### src/rtl/uart_can_frame_packer.sv
// Packs received UART bytes into CAN frames: an 8-byte assembly buffer feeding a holding register.
// Define FRAME_TIMEOUT_EN to flush partial frames after TIMEOUT_TICKS idle R_byte ticks.
module uart_can_frame_packer #(
  parameter logic [11:0] CAN_ID        = 12'h20D,
  parameter int unsigned TIMEOUT_TICKS = 16
) (
  input  logic        clock,
  input  logic        reset,
  input  logic        uart_data_ready,
  input  logic [7:0]  uart_rx_data_bus,
  input  logic        R_byte,
  input  logic        frame_ack,
  output logic [11:0] Can_ID_Bus,
  output logic [63:0] can_tx_data_bus,
  output logic [3:0]  frame_dlc,
  output logic        Load_frame_datareg,
  output logic        Frame_ready,
  output logic        overrun
);

  typedef enum logic [1:0] {IDLE, COLLECT, FULL} state_t;

  state_t      state, state_nxt;
  logic [3:0]  count, count_nxt;
  logic [63:0] buffer, buffer_nxt;
  logic        flush;
  logic        transfer;
  logic        accept;

`ifdef FRAME_TIMEOUT_EN
  localparam logic [7:0] TIMEOUT = 8'(TIMEOUT_TICKS);

  logic [7:0] idle_cnt, idle_cnt_nxt;

  assign flush = (state == COLLECT) && (idle_cnt == TIMEOUT);

  // Saturating at TIMEOUT keeps the flush request alive while holding is still occupied.
  always_comb begin
    idle_cnt_nxt = idle_cnt;
    if (transfer || accept || state != COLLECT)
      idle_cnt_nxt = '0;
    else if (R_byte && idle_cnt != TIMEOUT)
      idle_cnt_nxt = idle_cnt + 8'd1;
  end

  always_ff @(posedge clock) begin
    if (reset) idle_cnt <= '0;
    else       idle_cnt <= idle_cnt_nxt;
  end
`else
  logic r_byte_unused;

  assign r_byte_unused = R_byte;
  assign flush         = 1'b0;
`endif

  assign transfer = (state == FULL || flush) && !Frame_ready;
  // A byte landing in the transfer cycle starts the next frame instead of being dropped.
  assign accept   = uart_data_ready && (state != FULL || transfer);

  // NOTE: every combinational output gets a default first so no latch is inferred.
  always_comb begin
    state_nxt  = state;
    count_nxt  = count;
    buffer_nxt = buffer;
    if (transfer) begin
      state_nxt  = IDLE;
      count_nxt  = '0;
      buffer_nxt = '0;
    end
    if (accept) begin
      buffer_nxt[{3'd7 - count_nxt[2:0], 3'b000} +: 8] = uart_rx_data_bus;
      state_nxt = (count_nxt == 4'd7) ? FULL : COLLECT;
      count_nxt = count_nxt + 4'd1;
    end
  end

  // NOTE: sequential state uses non-blocking assignments; the buffer is plain flops, so it is reset too.
  always_ff @(posedge clock) begin
    if (reset) begin
      state  <= IDLE;
      count  <= '0;
      buffer <= '0;
    end else begin
      state  <= state_nxt;
      count  <= count_nxt;
      buffer <= buffer_nxt;
    end
  end

  always_ff @(posedge clock) begin
    if (reset) begin
      Can_ID_Bus         <= '0;
      can_tx_data_bus    <= '0;
      frame_dlc          <= '0;
      Frame_ready        <= 1'b0;
      Load_frame_datareg <= 1'b0;
      overrun            <= 1'b0;
    end else begin
      Load_frame_datareg <= transfer;
      if (transfer) begin
        Can_ID_Bus      <= CAN_ID;
        can_tx_data_bus <= buffer;
        frame_dlc       <= count;
        Frame_ready     <= 1'b1;
      end else if (frame_ack && Frame_ready) begin
        Frame_ready <= 1'b0;
      end
      if (uart_data_ready && !accept)
        overrun <= 1'b1;
    end
  end

endmodule

### config.mk
export PLATFORM = sky130hd
export DESIGN_NAME = uart_can_frame_packer
export DESIGN_NICKNAME = d
export VERILOG_FILES = /design/src/rtl/uart_can_frame_packer.sv
export SDC_FILE = /design/constraint.sdc
export NUM_CORES = 1
export LEC_CHECK = 0
export ABC_AREA = 1
export CAP_MARGIN = 10
export CORE_MARGIN = 2
export CORE_UTILIZATION = 55
export CTS_BUF_LIST = sky130_fd_sc_hd__clkbuf_2
export CTS_CLUSTER_DIAMETER = 80
export DETAILED_ROUTE_END_ITERATION = 7
export PLACE_DENSITY_LB_ADDON = 0.08
export RECOVER_POWER = 100
export SLEW_MARGIN = 10
export SYNTH_ARGS = -nofsm -noshare
export SYNTH_HDL_FRONTEND = slang
export SYNTH_SLANG_ARGS = --single-unit
### constraint.sdc
create_clock -name clock -period 7.2 [get_ports clock]
set_input_delay 0.72 -clock clock [delete_from_list [all_inputs] [get_ports clock]]
set_output_delay 0.72 -clock clock [all_outputs]
set_load 0.01 [all_outputs]
==> results.sh, run 1 <==
export IMPL_status="finished with violations"
export IMPL_violations="capacitance limit, slew limit"
export IMPL_die_w_um=108.0
export IMPL_track_usage=0.2488
export IMPL_insertion_delay_ps=680
export IMPL_place_inst=1003
export IMPL_drt_wirelength_per_cell_um=13.49
export IMPL_multi_input_area_um2=2437
export IMPL_drtIter0Drc=259
export IMPL_final_net_count=905
export IMPL_synthFlopType="dfxtp_1"
export IMPL_timing_critical_path_max_delay_family="buffers and inverters"
export IMPL_ir_drop_mv=0.1217
export IMPL_fin_skew_ps=25.70
export IMPL_place_ws_ps=3756
export IMPL_io_pins=96
export IMPL_dp_hpwl_um=9832
export IMPL_ant_nets=0
export IMPL_powerDensity_nw_per_um2=206.6
export IMPL_async_flop_share=0
export IMPL_portBuffers=86
export IMPL_core_rowCount=37
export IMPL_start_kind="flop"
export IMPL_viasPerCell=4.986
export IMPL_min_period_ps=4600
export IMPL_initial_core_util=0.5714
export IMPL_slew_headroom=-1.332
export IMPL_clock_sinks=142
export IMPL_synth_area_leaders="dfxtp_1, nand2_1, nor2_1"
export IMPL_drive_above_1_share=0.04672
export IMPL_drc_errors=0
export IMPL_first_global_vias=4717
export IMPL_worstMarginPinSlew_ps=3497
export IMPL_die_h_um=108.0
export IMPL_post_synth_top_area_cell="dfxtp_1"
export IMPL_cts_tree="done"
export IMPL_max_freq_mhz=217.4
export IMPL_layout_cells_non_filler=1035
export IMPL_die_area_um2=11670
export IMPL_htree_levels=4
export IMPL_yosysSeqAreaShare=0.4776
export IMPL_numCtsBuffers=17
export IMPL_met1_usage=0.3350
export IMPL_grt_pass1_wl_um=22610
export IMPL_cp_arrival_ps=5200
export IMPL_path_clk_slew_ps=190
export IMPL_worst_path_buf_inv=3
export IMPL_cts_resized=0
export IMPL_gr_max_usage_layer="met2"
export IMPL_cts_setup_buffers=0
export IMPL_syn_area_um2=5952
export IMPL_seq_area_um2=2843
export IMPL_postCtsHoldBufs=0
export IMPL_ys_warn_count=0
export IMPL_grt_start_max_net_pins=111
export IMPL_use_met3=0.04521
export IMPL_synth_edf_count=0
export IMPL_worstSetupPathType="flop to flop"
export IMPL_root_buffer="clkbuf_2"
export IMPL_cp_required_ps=7800
export IMPL_syn_avg_cell_area_um2=7.145
export IMPL_synth_top_cell_area_share=0.4776
export IMPL_max_stage_delay_ps=2520
export IMPL_fp_coreArea_um2=10420
export IMPL_wirelength_um=13960
export IMPL_clockBufferDepth=2
export IMPL_synth_common_cells="nand2_1, dfxtp_1, nor2_1, inv_1, a21oi_1"
export IMPL_grt_overflow=0
export IMPL_cp_end_kind="flop"
export IMPL_synthCells=833
export IMPL_rsz0062_at_grt="no"
export IMPL_drv_slew=240
export IMPL_gp_congestion=0.8910
export IMPL_hold_viol_final=0
export IMPL_setup_slack_ps=2600
export IMPL_utilization=0.6639
export IMPL_setup_viol=0
export IMPL_tns_ps=0
export IMPL_cellLeakagePower_nw=3.246
export IMPL_area_growth_syn_to_layout_pct=16.19
export IMPL_crit_fanout=110
export IMPL_ys_types=30
export IMPL_yosys_cell_count_top_type="nand2_1"
export IMPL_dr_total_vias=5160
export IMPL_synth_seq_cells=142
export IMPL_grt_use_met2=0.4061
export IMPL_diodes=0
export IMPL_maxCapViolCount=3
export IMPL_nFillCells=960
export IMPL_cp_cell_sequence="inv_1 > nand3_1 > buf_4 > clkbuf_1 > o21ai_0 > a21oi_1"
export IMPL_hp_class="flop to flop"
export IMPL_fin_crit_sh=0.6389
export IMPL_slowest_stage="clkbuf_1"
export IMPL_antenna_found_initial=0
export IMPL_first_pass_iters=6
==> tightest hold or removal path, delay by kind of cell, from the launching register on <==
kind	cells	cell delay (ps)
compound gates	1	50
buf+inv	1	40
flops	1	350
==> metrics by stage <==
| stage | total power [mW] | cell area [um2] | hold slack, ps |
|---|---|---|---|
| after floorplan | 0.9209 | 5978 | 437.4 |
| after global placement | 0.9530 | 6716 | 430.5 |
| after global routing | 1.486 | 6915 | 473.7 |
| final | 1.429 | 6915 | 454.0 |
| after CTS | 1.440 | 6975 | 458.8 |
| after detailed placement | 0.9547 | 6716 | 435.7 |
==> flip-flops by register name, indices dropped and copies added (netlist names) <==
| name | cells |
|---|---|
| buffer | 64 |
| can_tx_data_bus | 64 |
| count | 4 |
| frame_dlc | 4 |
| state | 2 |
| Can_ID_Bus | 1 |
| Frame_ready | 1 |
| Load_frame_datareg | 1 |
| overrun | 1 |
==> layout by cell type (no fill, tap or decap), types with 15 or more instances in the layout <==
cell and instances:
clkbuf_2 18, nor3_1 15, nand2_1 198, nor2_1 127, dfxtp_1 142, dlygate4sd3_1 76, a21oi_1 75, nand3_1 22
inv_1 86, o21ai_0 71
==> cell type report <==
| type | count | area share |
|---|---|---|
| Clock buffer | 18 | 0.01303 |
| Clock inverter | 14 | 0.02443 |
| Inverter | 88 | 0.04777 |
| Multi-Input combinational cell | 548 | 0.3525 |
| Sequential cell | 142 | 0.4111 |
| Tap cell | 136 | 0.02461 |
| Timing Repair Buffer | 89 | 0.1267 |
==> where the power goes <==
part,internal (mW),switching [mW],total (mW)
Sequential,0.805,0.00957,0.814
Clock,0.196,0.295,0.490
Combinational,0.0381,0.0866,0.125
Total,1.04,0.391,1.43
==> per-layer routing <==
metal  share of wire  vias up
li1                -     2690
met1            0.46     2337
met2            0.49      112
met3           0.037       21
met4           0.016        0
met5               0        -
==> kinds of logic (layout without fill, tap and decap cells) <==
logic type / count (synthesis) / count (layout) / share of synthesized area
other cells: 1 / 8 / 0.0006300
buf+inv: 150 / 209 / 0.1097
simple gates: 372 / 372 / 0.2581
compound gates: 162 / 162 / 0.1413
flops: 142 / 142 / 0.4776
fa+ha+maj: 6 / 6 / 0.01261
==> final timing paths <==
check                                        start                                to  slack, ps  cells past startpoint
setup / recovery          Frame_ready$_SDFFE_PP0P_  can_tx_data_bus[31]$_SDFFE_PP0P_       2600                      6
hold / removal    can_tx_data_bus[63]$_SDFFE_PP0P_  can_tx_data_bus[63]$_SDFFE_PP0P_        450                      2
setup reg to reg          Frame_ready$_SDFFE_PP0P_  can_tx_data_bus[31]$_SDFFE_PP0P_       2600                      6
hold reg to reg   can_tx_data_bus[63]$_SDFFE_PP0P_  can_tx_data_bus[63]$_SDFFE_PP0P_        450                      2
No activity file was read; power rests on OpenSTA's default activity.
==> run 2, diff against run 1 <==
- CORE_UTILIZATION: 55 -> 50
- clock period: 7.2 -> 4.2 ns (I/O delays scaled with it)
==> run 2 against run 1 <==
Compared with the run above: the flow finishes with violations (DRC, capacitance limit, slew limit); combinational power up 73%; sequential power grew 71%; wire length is 2.1% higher; setup slack lost 1700 ps; final area about the same; die area is 9.6% higher; power increased by 67%; final cell count increased by 0.58%; clock power is 58% higher; register-to-register slack worse by 1700 ps; global-route usage shrank 1.2 points; critical path type unchanged; critical endpoint is now buffer[28]$_SDFF_PP0_; largest cell class unchanged.
==> results.sh, run 2 (same netlist as run 1, synthesis figures left out) <==
export IMPL_cts_tree="done"
export IMPL_die_w_um=113.1
export IMPL_final_net_count=906
export IMPL_drt_wirelength_per_cell_um=13.69
export IMPL_violations="DRC, capacitance limit, slew limit"
export IMPL_path_clk_slew_ps=170
export IMPL_nFillCells=1112
export IMPL_hp_class="input pin to flop"
export IMPL_largestRegisters="buffer x64, can_tx_data_bus x64"
export IMPL_worst_path_buf_inv=3
export IMPL_final_common_cell="nand2_1"
export IMPL_first_global_vias=4779
export IMPL_dr_total_vias=5106
export IMPL_cts_setup_buffers=0
export IMPL_p_sw_frac=0.2596
export IMPL_intPower_mw=1.766
export IMPL_gp_congestion=0.8908
export IMPL_first_pass_iters=8
export IMPL_viasPerCell=4.905
export IMPL_grt_pass1_wl_um=23920
export IMPL_comb_power_share=0.090
export IMPL_hold_viol_final=0
export IMPL_track_usage=0.2365
export IMPL_diodes=0
export IMPL_portBuffers=86
export IMPL_hold_depth=3
export IMPL_io_pins=96
export IMPL_cp_cell_sequence="inv_1 > nand3_1 > nand2_1 > inv_1 > ha_1 > clkinv_1 > o21ai_0 > nor2_1 > nor2_1"
export IMPL_min_period_ps=3272
export IMPL_reg2reg_to="buffer[28]$_SDFF_PP0_"
export IMPL_fp_coreArea_um2=11520
export IMPL_dp_hpwl_um=10160
export IMPL_drv_slew=59
export IMPL_fin_skew_ps=30.88
export IMPL_root_buffer="clkbuf_2"
export IMPL_cts_resized=0
export IMPL_worstMarginPinSlew_ps=2173
export IMPL_hold_end="Frame_ready$_SDFFE_PP0P_"
export IMPL_tns_ps=0
export IMPL_area_growth_syn_to_layout_pct=16.29
export IMPL_seqPwrFrac=0.584
export IMPL_whs_ps=349.6
export IMPL_pwr_share_clk=0.325
export IMPL_drc_errors=8
export IMPL_core_rowCount=39
export IMPL_antenna_found_initial=0
export IMPL_rr_worst_depth=9
export IMPL_status="finished with violations"
export IMPL_rsz0062_at_grt="no"
export IMPL_grt_start_max_net_pins=109
export IMPL_grt_overflow=0
export IMPL_worstSetupPathType="flop to flop"
export IMPL_reg2reg_slack_ps=930
export IMPL_drive_above_1_share=0.04454
export IMPL_clockBufferDepth=2
export IMPL_insertion_delay_ps=700
export IMPL_wirelength_um=14260
export IMPL_worstReg2RegStart="state[0]$_SDFFE_PP0P_"
export IMPL_hold_start="frame_ack"
export IMPL_cp_end_kind="flop"
export IMPL_htree_levels=4
export IMPL_ant_nets=0
export IMPL_initial_core_util=0.5168
export IMPL_clock_sinks=142
export IMPL_slowest_stage="ha_1"
export IMPL_start_kind="flop"
export IMPL_die_area_um2=12790
export IMPL_timing_critical_path_max_delay_family="simple AND/OR/NAND/NOR gates"
export IMPL_postCtsHoldBufs=0
export IMPL_cp_arrival_ps=3900
export IMPL_maxCapViolCount=1
export IMPL_layout_common_cells="nand2_1, dfxtp_1, nor2_1"
export IMPL_cellLeakagePower_nw=3.237
export IMPL_numCtsBuffers=17
export IMPL_seq_area_um2=2843
export IMPL_die_h_um=113.1
export IMPL_ir_drop_mv=0.3188
export IMPL_slew_headroom=-0.4490
export IMPL_total_switching_power_mw=0.6193
export IMPL_setup_viol=0
export IMPL_multi_input_area_um2=2460
export IMPL_fin_crit_sh=0.7790
export IMPL_max_freq_mhz=305.6
export IMPL_drtIter0Drc=379
export IMPL_crit_fanout=17
export IMPL_powerDensity_nw_per_um2=344.6
export IMPL_max_stage_delay_ps=690
export IMPL_cp_required_ps=4830
-- run 2: cell count changes in the layout (fill, tap and decap cells not counted), moves of 2 or more --
cell	before	now
clkinv_4	4	0
clkbuf_2	18	20
o21ai_1	4	0
nor2_1	127	124
clkinv_2	4	2
clkinv_1	1	7
nor2_4	0	2
o21ai_0	71	75
buf_4	1	3
-- run 2: worst max path at each step --
stage                                  start                    end  slack (ps)  cells past startpoint
CTS                    state[0]$_SDFFE_PP0P_  buffer[62]$_SDFF_PP0_        1510                      9
floorplan           Frame_ready$_SDFFE_PP0P_  buffer[18]$_SDFF_PP0_        1770                     14
detailed placement     state[0]$_SDFFE_PP0P_  buffer[61]$_SDFF_PP0_        1550                      9
global route           state[0]$_SDFFE_PP0P_  buffer[31]$_SDFF_PP0_         620                      9
finish                 state[0]$_SDFFE_PP0P_  buffer[28]$_SDFF_PP0_         930                      9
global placement       state[0]$_SDFFE_PP0P_  buffer[31]$_SDFF_PP0_        1540                      9
-- run 2: worst reg2reg max path: cells and delay by family, from the launching register on --
kind	cells	cell delay, ps
adder cells (fa/ha/maj)	1	690
AND/OR/NAND/NOR	4	1000
AO/OA/AOI/OAI	1	430
flip-flops	1	340
buffers and inverters	3	760
-- run 2: area by class of cell --
| type | instances | share of cell area |
|---|---|---|
| flip-flops and latches | 142 | 0.4107 |
| multi-input cells | 548 | 0.3554 |
| repair buffers | 90 | 0.1282 |
| inverters | 88 | 0.04772 |
| well taps | 143 | 0.02585 |
| clock inverters | 10 | 0.01772 |
| clock buffers | 20 | 0.01446 |
-- run 2: per-stage QoR --
step,area (um2),setup slack [ps],utilization,cells,power (mW)
finish,6922,928.0,0.6010,1041,2.385
floorplan,5978,1767,-,840,1.579
detailed placement,6733,1549,0.5846,1011,1.638
global placement,6733,1544,0.5846,1011,1.635
global route,6922,624.7,0.6010,1041,2.495
CTS,6955,1515,0.6040,1041,2.415
-- run 2: power by group through the flow --
stage	Clock, mW	Combinational, mW	Sequential (mW)
after floorplan	0	0.161	1.42
after global placement	0	0.214	1.42
after detailed placement	0	0.217	1.42
after CTS	0.803	0.218	1.39
after global routing	0.851	0.246	1.40
final	0.776	0.216	1.39
-- run 2: per-layer routing --
metal  up-vias  GRT usage  wire (um)
met5         -          0          0
li1       2693          -          -
met4         0    0.07967        223
met2        94     0.3864       6720
met3        19    0.05142        510
met1      2300     0.3120       6802
